`config.mk`:
```
export PLATFORM = sky130hd
export DESIGN_NAME = uart_rx_deserializer
export DESIGN_NICKNAME = d
export VERILOG_FILES = /design/src/rtl/hft_uart_pkg.sv /design/src/rtl/uart_rx_deserializer_sync.sv /design/src/rtl/uart_rx_deserializer.sv
export SDC_FILE = /design/constraint.sdc
export NUM_CORES = 1
export LEC_CHECK = 0
export ABC_AREA = 1
export BUFFER_PORTS_ARGS = -buffer_cell sky130_fd_sc_hd__buf_4
export CORE_MARGIN = 10
export CORE_UTILIZATION = 40
export DETAILED_ROUTE_END_ITERATION = 7
export GPL_TIMING_DRIVEN = 1
export PLACE_DENSITY = 0.57
export SYNTH_ARGS = -nofsm -noshare
export SYNTH_HDL_FRONTEND = slang
export SYNTH_SLANG_ARGS = --single-unit
```
`constraint.sdc`:
```
create_clock -name clk -period 1.95 [get_ports clk]
set_input_delay 0.585 -clock clk [delete_from_list [all_inputs] [get_ports clk]]
set_output_delay 0.585 -clock clk [all_outputs]
set_load 0.05 [all_outputs]
```
`src/rtl/hft_uart_pkg.sv`:
```
// hft_uart_pkg
// Shared types and helpers for the market-data UART front end.
//   uart_rx_state_e : receiver FSM states
//   UART_DATA_BITS  : data bits per character
//   clks_per_bit()  : clock cycles per serial bit (truncating divide)
//   parity_bad()    : even-parity check over data plus received parity bit
package hft_uart_pkg;

  localparam int UART_DATA_BITS = 8;

  typedef enum logic [2:0] {
    WAIT_HIGH = 3'd0,
    IDLE      = 3'd1,
    START     = 3'd2,
    DATA      = 3'd3,
    PARITY    = 3'd4,
    STOP      = 3'd5
  } uart_rx_state_e;

  function automatic int clks_per_bit(input int clk_hz, input int baud);
    return clk_hz / baud;
  endfunction

  // Even parity: data plus parity bit must hold an even number of ones.
  function automatic logic parity_bad(input logic [UART_DATA_BITS-1:0] data,
                                      input logic                      par_bit);
    return ^{data, par_bit};
  endfunction

endpackage

```
`src/rtl/uart_rx_deserializer_sync.sv`:
```
// rx_bit_sync
// Two-flop synchroniser for asynchronous inputs. Both stages reset to all ones
// so an idle-high serial line reads as idle straight out of reset.
// Ports:
//   clk    in        system clock
//   rst_n  in        asynchronous active-low reset
//   d      in  WIDTH asynchronous input
//   q      out WIDTH synchronised output
module rx_bit_sync #(
  parameter int WIDTH = 1
) (
  input  logic             clk,
  input  logic             rst_n,
  input  logic [WIDTH-1:0] d,
  output logic [WIDTH-1:0] q
);

  logic [WIDTH-1:0] meta_r;
  logic [WIDTH-1:0] sync_r;

  // Metastability filter: two back-to-back capture stages.
  always_ff @(posedge clk or negedge rst_n) begin
    if (!rst_n) begin
      meta_r <= {WIDTH{1'b1}};
      sync_r <= {WIDTH{1'b1}};
    end else begin
      meta_r <= d;
      sync_r <= meta_r;
    end
  end

  assign q = sync_r;

endmodule

```
`src/rtl/uart_rx_deserializer.sv`:
```
// uart_rx_deserializer
// Recovers UART characters from the asynchronous serial pin and presents each
// good byte as a one-cycle strobe to the packet framer. Every decision is taken
// on the synchronised line, sampling at bit centres.
// Optional feature: define UART_RX_PARITY_EN for 8E1 framing with a parity_err
// strobe; without it the frame is 8N1 and parity_err does not exist.
// Ports:
//   clk        in   1  system clock, rising edge
//   rst_n      in   1  asynchronous active-low reset
//   uart_rx    in   1  serial line, idle high, LSB first
//   rx_byte    out  8  last good byte, held until the next good byte
//   rx_valid   out  1  one-cycle strobe, rx_byte is new
//   frame_err  out  1  one-cycle strobe, stop bit sampled low
//   busy       out  1  high whenever the receiver is not in IDLE
//   parity_err out  1  one-cycle strobe, parity mismatch (UART_RX_PARITY_EN only)
module uart_rx_deserializer
  import hft_uart_pkg::*;
#(
  parameter int CLK_FREQ_HZ = 50_000_000,
  parameter int BAUD_RATE   = 115_200
) (
  input  logic       clk,
  input  logic       rst_n,
  input  logic       uart_rx,
  output logic [7:0] rx_byte,
  output logic       rx_valid,
  output logic       frame_err,
  output logic       busy
`ifdef UART_RX_PARITY_EN
  ,
  output logic       parity_err
`endif
);

  localparam int CLKS_PER_BIT = clks_per_bit(CLK_FREQ_HZ, BAUD_RATE);
  localparam int HALF_BIT     = CLKS_PER_BIT / 2;
  localparam int CNT_W        = $clog2(CLKS_PER_BIT);

  localparam logic [CNT_W-1:0] CNT_ZERO  = {CNT_W{1'b0}};
  localparam logic [CNT_W-1:0] CNT_ONE   = CNT_W'(1);
  localparam logic [CNT_W-1:0] HALF_LAST = CNT_W'(HALF_BIT - 1);
  localparam logic [CNT_W-1:0] BIT_LAST  = CNT_W'(CLKS_PER_BIT - 1);
  localparam logic [2:0]       LAST_IDX  = 3'(UART_DATA_BITS - 1);

  logic rx_s;

  uart_rx_state_e              state_r,     state_nxt_s;
  logic [CNT_W-1:0]            cnt_r,       cnt_nxt_s;
  logic [2:0]                  bit_idx_r,   bit_idx_nxt_s;
  logic [UART_DATA_BITS-1:0]   shreg_r,     shreg_nxt_s;
  logic [UART_DATA_BITS-1:0]   rx_byte_r,   rx_byte_nxt_s;
  logic                        rx_valid_r,  rx_valid_nxt_s;
  logic                        frame_err_r, frame_err_nxt_s;
  logic                        busy_r;
  // Fills with ones over the two cycles after reset; until then rx_s still
  // shows the synchroniser's reset value rather than the real line.
  logic [1:0]                  primed_r;
`ifdef UART_RX_PARITY_EN
  logic                        parity_r,     parity_nxt_s;
  logic                        parity_err_r, parity_err_nxt_s;
`endif

  rx_bit_sync #(.WIDTH(1)) u_sync (
    .clk   (clk),
    .rst_n (rst_n),
    .d     (uart_rx),
    .q     (rx_s)
  );

  // Next-state, bit timing, shifting and strobe decode.
  always_comb begin
    state_nxt_s     = state_r;
    cnt_nxt_s       = CNT_ZERO;
    bit_idx_nxt_s   = bit_idx_r;
    shreg_nxt_s     = shreg_r;
    rx_byte_nxt_s   = rx_byte_r;
    rx_valid_nxt_s  = 1'b0;
    frame_err_nxt_s = 1'b0;
`ifdef UART_RX_PARITY_EN
    parity_nxt_s     = parity_r;
    parity_err_nxt_s = 1'b0;
`endif
    case (state_r)
      WAIT_HIGH: begin
        // A stale synchroniser value must not end the wait after reset.
        if (rx_s && (primed_r == 2'b11)) begin
          state_nxt_s = IDLE;
        end else begin
          state_nxt_s = WAIT_HIGH;
        end
      end
      IDLE: begin
        if (!rx_s) begin
          state_nxt_s = START;
        end else begin
          state_nxt_s = IDLE;
        end
      end
      START: begin
        if (cnt_r == HALF_LAST) begin
          if (!rx_s) begin
            state_nxt_s   = DATA;
            bit_idx_nxt_s = 3'd0;
          end else begin
            // Line went back high before mid start bit: treat as a glitch.
            state_nxt_s = IDLE;
          end
        end else begin
          cnt_nxt_s = cnt_r + CNT_ONE;
        end
      end
      DATA: begin
        if (cnt_r == BIT_LAST) begin
          shreg_nxt_s = {rx_s, shreg_r[UART_DATA_BITS-1:1]};
          if (bit_idx_r == LAST_IDX) begin
`ifdef UART_RX_PARITY_EN
            state_nxt_s = PARITY;
`else
            state_nxt_s = STOP;
`endif
            bit_idx_nxt_s = 3'd0;
          end else begin
            bit_idx_nxt_s = bit_idx_r + 3'd1;
          end
        end else begin
          cnt_nxt_s = cnt_r + CNT_ONE;
        end
      end
`ifdef UART_RX_PARITY_EN
      PARITY: begin
        if (cnt_r == BIT_LAST) begin
          parity_nxt_s = rx_s;
          state_nxt_s  = STOP;
        end else begin
          cnt_nxt_s = cnt_r + CNT_ONE;
        end
      end
`endif
      STOP: begin
        if (cnt_r == BIT_LAST) begin
          if (rx_s) begin
            // Back to IDLE mid stop bit so a directly following start edge is seen.
            state_nxt_s = IDLE;
`ifdef UART_RX_PARITY_EN
            if (parity_bad(shreg_r, parity_r)) begin
              parity_err_nxt_s = 1'b1;
            end else begin
              rx_valid_nxt_s = 1'b1;
              rx_byte_nxt_s  = shreg_r;
            end
`else
            rx_valid_nxt_s = 1'b1;
            rx_byte_nxt_s  = shreg_r;
`endif
          end else begin
            // Low stop bit: a held-low break must not retrigger, so wait for high.
            frame_err_nxt_s = 1'b1;
            state_nxt_s     = WAIT_HIGH;
          end
        end else begin
          cnt_nxt_s = cnt_r + CNT_ONE;
        end
      end
      default: begin
        state_nxt_s = WAIT_HIGH;
      end
    endcase
  end

  // State, datapath and registered output update.
  always_ff @(posedge clk or negedge rst_n) begin
    if (!rst_n) begin
      state_r     <= WAIT_HIGH;
      cnt_r       <= CNT_ZERO;
      bit_idx_r   <= 3'd0;
      shreg_r     <= {UART_DATA_BITS{1'b0}};
      rx_byte_r   <= {UART_DATA_BITS{1'b0}};
      rx_valid_r  <= 1'b0;
      frame_err_r <= 1'b0;
      busy_r      <= 1'b1;
      primed_r    <= 2'b00;
`ifdef UART_RX_PARITY_EN
      parity_r     <= 1'b0;
      parity_err_r <= 1'b0;
`endif
    end else begin
      state_r     <= state_nxt_s;
      cnt_r       <= cnt_nxt_s;
      bit_idx_r   <= bit_idx_nxt_s;
      shreg_r     <= shreg_nxt_s;
      rx_byte_r   <= rx_byte_nxt_s;
      rx_valid_r  <= rx_valid_nxt_s;
      frame_err_r <= frame_err_nxt_s;
      busy_r      <= (state_nxt_s != IDLE);
      primed_r    <= {primed_r[0], 1'b1};
`ifdef UART_RX_PARITY_EN
      parity_r     <= parity_nxt_s;
      parity_err_r <= parity_err_nxt_s;
`endif
    end
  end

  assign rx_byte   = rx_byte_r;
  assign rx_valid  = rx_valid_r;
  assign frame_err = frame_err_r;
  assign busy      = busy_r;
`ifdef UART_RX_PARITY_EN
  assign parity_err = parity_err_r;
`endif

endmodule
```
==> impl_metrics.json, run 1 <==
{
  "power_frac_comb": 0.202,
  "vias": 1231,
  "final.setup.tns_ps": 0,
  "crit_fanout": 17,
  "critPathLaunchType": "flip-flop",
  "post-route-period-util": 0.839,
  "syn_nets": 199,
  "cts_resized": 0,
  "switching_share": 0.311,
  "synth_area_um2": 1730,
  "finalMaxSlewViolations": 0,
  "vias_per_cell": 4.73,
  "synth.area.mux_share": 0,
  "grtUsageTotal": 0.0873,
  "crit_required_ps": 2130,
  "ir_drop_mv": 0.396,
  "antenna_found_initial": 0,
  "worst_hold_path_type": "primary input to asynchronous set/reset pin",
  "synth_top_family_by_area": "simple AND/OR/NAND/NOR gates",
  "core_area_um2": 4090,
  "detail-route-antenna-nets": 0,
  "cts_root_buf": "clkbuf_8",
  "syn_inst": 191,
  "syn_area_per_cell_um2": 9.08,
  "final_util": 0.480,
  "synth_cell_types": 25,
  "power_density_nw_per_um2": 921,
  "grt_max_degree": 39,
  "clockPowerShare": 0.302,
  "pwr-share-seq": 0.497,
  "drt-wirelength-per-cell_um": 11.7,
  "io_buffer_count": 13,
  "cp.arrival_ps": 1820,
  "initial_core_util": 0.424,
  "layout_common_cells": "45 x nand2_1, 35 x dfrtp_1, 27 x inv_1",
  "die_h_um": 85.8,
  "n_antenna_cell": 0,
  "rows": 23,
  "cts_buffer_depth": 2,
  "yosys.area_share.simple": 0.232,
  "clk_pin_slew_ps": 70,
  "area_growth_pct": 13.2,
  "post-dp-hpwl_mm": 2.19,
  "numCtsBuffers": 5,
  "grt-ovfl-total": 0,
  "htreeDepth": 2,
  "drc": 0,
  "drive_gt1_frac": 0.167,
  "intPower_mw": 1.25,
  "final_common_cell": "nand2_1",
  "synthXorXnorAreaFrac": 0.0202,
  "grt_pass1_wl_mm": 5.18,
  "power.leakage_nw": 0.932,
  "gp_congestion": 0.835,
  "post_cts_buffers": 0,
  "setup_viol": 0,
  "die_area_um2": 7370,
  "hold_viol_final": 0,
  "grt_pass1_vias": 1206,
  "dr.pass1.iters": 4,
  "drtIter0Drc": 52,
  "finalWirelength_mm": 3.05,
  "synth_seq_cells": 38,
  "synth_compound_area_frac": 0.0851,
  "seq_area_frac_synth": 0.551,
  "pin_count": 14,
  "die_w_um": 85.8,
  "switching_power_mw": 0.562,
  "finalCriticalPeriod_ps": 1640,
  "skew_ps": 5.35,
  "hold_buffers": 0,
  "cts_sinks": 38,
  "status": "complete, no violations",
  "yosysWarnings": 0,
  "fmaxAchievable_mhz": 611,
  "rsz0062_at_grt": "no",
  "cts_tree": "yes",
  "criticalPathCategory": "flip-flop to flip-flop",
  "clk_latency_ps": 290,
  "cap_violations": 0,
  "nets": 217,
  "worst_setup_path_end_kind": "flip-flop",
  "synth_fa_ha_area_frac": 0.0361
}
-- power by group through the flow --
stage,Combinational (mW),Sequential [mW],Clock [mW]
6_report,0.364,0.898,0.545
5_1_grt,0.422,0.907,0.602
4_1_cts,0.371,0.898,0.569
3_5_place_dp,0.370,0.913,0
3_3_place_gp,0.365,0.909,0
2_1_floorplan,0.249,0.934,0
-- metrics by stage --
step | std cells | power [mW] | area (µm²) | setup WS, ps | hold WS, ps
after global placement | 252 | 1.27 | 1870 | 410 | 346
after global routing | 260 | 1.93 | 1960 | 198 | 273
after detailed placement | 252 | 1.28 | 1870 | 348 | 349
final | 260 | 1.81 | 1960 | 313 | 246
after floorplan | 191 | 1.18 | 1730 | 575 | 289
after CTS | 260 | 1.84 | 1960 | 335 | 258
-- registers in the layout (all words and copies together) (netlist names) --
signal / count
bit_idx_r: 3
busy: 1
cnt_r: 9
frame_err: 1
primed_r: 2
rx_byte: 8
rx_valid: 1
shreg_r: 8
state_r: 3
u_sync.meta_r: 1
u_sync.q: 1
-- routing by layer --
metal  track usage  share of wire  vias up
li1              -              -      632
met1        0.0914           0.47      572
met2         0.142           0.46       22
met3        0.0416          0.052        5
met4        0.0464          0.015        0
met5             0              0        -
-- synthesized netlist by cell type --
| cell type | n | area, µm² |
|---|---|---|
| o21ai_1 | 11 | 55.1 |
| dfstp_2 | 3 | 78.8 |
| nand2_2 | 3 | 18.8 |
| nand2_1 | 45 | 169 |
| dfrtp_1 | 35 | 876 |
| ha_1 | 5 | 62.6 |
| o21bai_2 | 1 | 11.3 |
| a31oi_1 | 1 | 6.26 |
| xor2_1 | 3 | 26.3 |
| conb_1 | 1 | 3.75 |
| nor2_1 | 18 | 67.6 |
| inv_2 | 1 | 3.75 |
| nand3_1 | 7 | 35.0 |
| inv_1 | 27 | 101 |
| nand3_2 | 1 | 10.0 |
| nor3_1 | 3 | 15.0 |
| a21oi_1 | 3 | 15.0 |
| xnor2_1 | 1 | 8.76 |
| buf_6 | 2 | 22.5 |
| nor2_2 | 1 | 6.26 |
| nand4_1 | 2 | 12.5 |
| nand3_4 | 2 | 35.0 |
| nand2_4 | 1 | 11.3 |
| o21ai_0 | 12 | 60.1 |
| nor2_4 | 2 | 22.5 |
-- worst max-delay path: stages (launching register included) --
cell and delay [ps]:
dfrtp_1 420, inv_1 100, nand2_1 90, nor2_2 290
nand3_4 230, nand2_2 150, nand2_4 70, o21ai_1 140
inv_1 50
-- cell families after synthesis --
family,after synthesis
adders and majority gates,5
other,1
xor gates and xnor gates,4
buffers and inverters,30
AOI/OAI and AO/OA,28
DFF,38
and+or+nand+nor,85
-- worst paths after layout --
check                               endpoint  slack, ps  cells past startpoint     startpoint
worst min-delay path              rx_byte[4]        250                      1          rst_n
worst max register to register  bit_idx_r[0]        310                      8     state_r[2]
worst min register to register      u_sync.q        360                      0  u_sync.meta_r
min in group clk                    u_sync.q        360                      0  u_sync.meta_r
max in group asynchronous               busy       1340                      1          rst_n
worst max-delay path            bit_idx_r[0]        310                      8     state_r[2]
-- area by class of cell --
type,instances,area [µm²]
Tap cell,50,62.6
Clock buffer,7,86.3
Fill cell,390,2120
Sequential cell,38,955
Clock inverter,1,5.00
Inverter,28,105
Multi-Input combinational cell,123,652
Timing Repair Buffer,13,97.6
Note: power is estimated with default switching activity, not from simulation.
==> run 2, diff against run 1 <==
clock period = 1.68 ns   (was 1.95 ns; I/O delays follow)
==> impl_metrics.json, run 2 (synthesized netlist as in run 1, its figures left out) <==
{
  "status": "complete, no violations",
  "cts_resized": 0,
  "crit_required_ps": 1850,
  "largest_register": "cnt_r",
  "grt_pass1_vias": 1267,
  "crit_chain": "inv_1 -> ha_1 -> nand2_1 -> nor2_4 -> nand2_1 -> nand3_1 -> nand2_2 -> inv_2 -> nor2_1",
  "io_buffer_count": 13,
  "grtUsageTotal": 0.0925,
  "critical_path.slowest_cell": "dfrtp_1",
  "clk_latency_ps": 290,
  "worst_hold_path_type": "primary input to asynchronous set/reset pin",
  "power_mw": 2.41,
  "vias_per_cell": 4.84,
  "numCtsBuffers": 5,
  "htreeDepth": 2,
  "ir_drop_mv": 0.584,
  "skew_ps": 9.22,
  "post-route-period-util": 0.892,
  "nets": 218,
  "final_common_cell": "nand2_1",
  "r2r_cells": 9,
  "crit_fanout": 6,
  "finalWirelength_mm": 3.08,
  "post-dp-hpwl_mm": 2.26,
  "worst_setup_path_end_kind": "flip-flop",
  "grt_pass1_wl_mm": 5.62,
  "drive_gt1_frac": 0.175,
  "die_h_um": 85.8,
  "cts_buffer_depth": 2,
  "critPathLaunchType": "flip-flop",
  "final.setup.tns_ps": 0,
  "finalCriticalPeriod_ps": 1500,
  "cp.arrival_ps": 1670,
  "vias": 1264,
  "reg2reg_slack_ps": 180,
  "cts_root_buf": "clkbuf_8",
  "n_antenna_cell": 0,
  "initial_core_util": 0.424,
  "antenna_found_initial": 0,
  "nFillCells": 384,
  "drt-wirelength-per-cell_um": 11.8,
  "cts_sinks": 38,
  "largest_reg_flops": 9,
  "grt-ovfl-total": 0,
  "cap_violations": 0,
  "post_cts_buffers": 0,
  "whs_ps": 158,
  "die_area_um2": 7370,
  "criticalPathCategory": "flip-flop to flip-flop",
  "place_ws_ps": 182,
  "setup_viol": 0,
  "rsz0062_at_grt": "no",
  "critPathMaxStageDelay_ps": 390,
  "grt_max_degree": 39,
  "hold_viol_final": 0,
  "power.leakage_nw": 0.959,
  "drtIter0Drc": 79,
  "power_density_nw_per_um2": 1190,
  "r2r_end": "cnt_r[8]",
  "core_area_um2": 4090,
  "pin_count": 14,
  "clk_pin_slew_ps": 80,
  "setup_ws_ps": 182,
  "drc": 0,
  "rows": 23,
  "hold_buffers": 0,
  "crit_top_cell": "nand2_1",
  "layout_common_cells": "45 x nand2_1, 35 x dfrtp_1, 27 x inv_1",
  "fmaxAchievable_mhz": 667,
  "detail-route-antenna-nets": 0,
  "finalMaxSlewViolations": 0,
  "die_w_um": 85.8,
  "area_growth_pct": 16.6,
  "r2r-start": "cnt_r[1]",
  "dr.pass1.iters": 4,
  "cts_tree": "yes",
  "gp_congestion": 0.878
}
[run 2: changes by cell type in the layout (fill, tap and decap cells not counted), sizes merged]
cell,change
buf,+1
bufinv,+2
clkbuf,-1
clkinv,-1
[run 2: critical path, delay by kind of cell (launching register included)]
kind / cells / cell delay, ps
AND/OR/NAND/NOR: 6 / 670
buffers and inverters: 2 / 190
adder cells (fa/ha/maj): 1 / 140
flip-flops: 1 / 390
[run 2: power breakdown]
part	switching, mW	leakage (nW)	total (mW)	internal, mW
Sequential	0.0530	0.512	1.04	0.988
Clock	0.308	0.0714	0.942	0.633
Combinational	0.295	0.376	0.424	0.129
Total	0.656	0.959	2.41	1.75
[run 2: worst max-delay path by stage]
stage,to,start,slack [ps]
global route,busy,cnt_r[1],30
finish,cnt_r[8],cnt_r[1],180
global placement,cnt_r[8],cnt_r[1],220
floorplan,bit_idx_r[0],cnt_r[1],310
CTS,cnt_r[8],cnt_r[1],170
detailed placement,cnt_r[0],cnt_r[1],180
[run 2: metal layers]
layer  GRT usage  wire length, µm  vias up
met2       0.149             1410       28
li1            -                -      636
met1       0.105             1410      593
met3      0.0388              195        7
met5           0                0        -
met4      0.0404               68        0
[run 2: metrics by stage]
step | util | std cells | cell area, µm²
finish | 0.495 | 261 | 2020
global route | 0.495 | 261 | 2020
CTS | 0.495 | 261 | 2020
detailed placement | 0.460 | 253 | 1880
global placement | 0.460 | 253 | 1880
floorplan | - | 191 | 1730
[run 2: layout make-up]
| cell class | count | area (µm²) | share of cell area |
|---|---|---|---|
| clock buffers | 6 | 82.6 | 0.0408 |
| clock inverters | 2 | 60.1 | 0.0297 |
| inverters | 28 | 105 | 0.0520 |
| multi-input cells | 123 | 652 | 0.322 |
| flip-flops and latches | 38 | 955 | 0.472 |
| well taps | 50 | 62.6 | 0.0309 |
| repair buffers | 14 | 105 | 0.0520 |
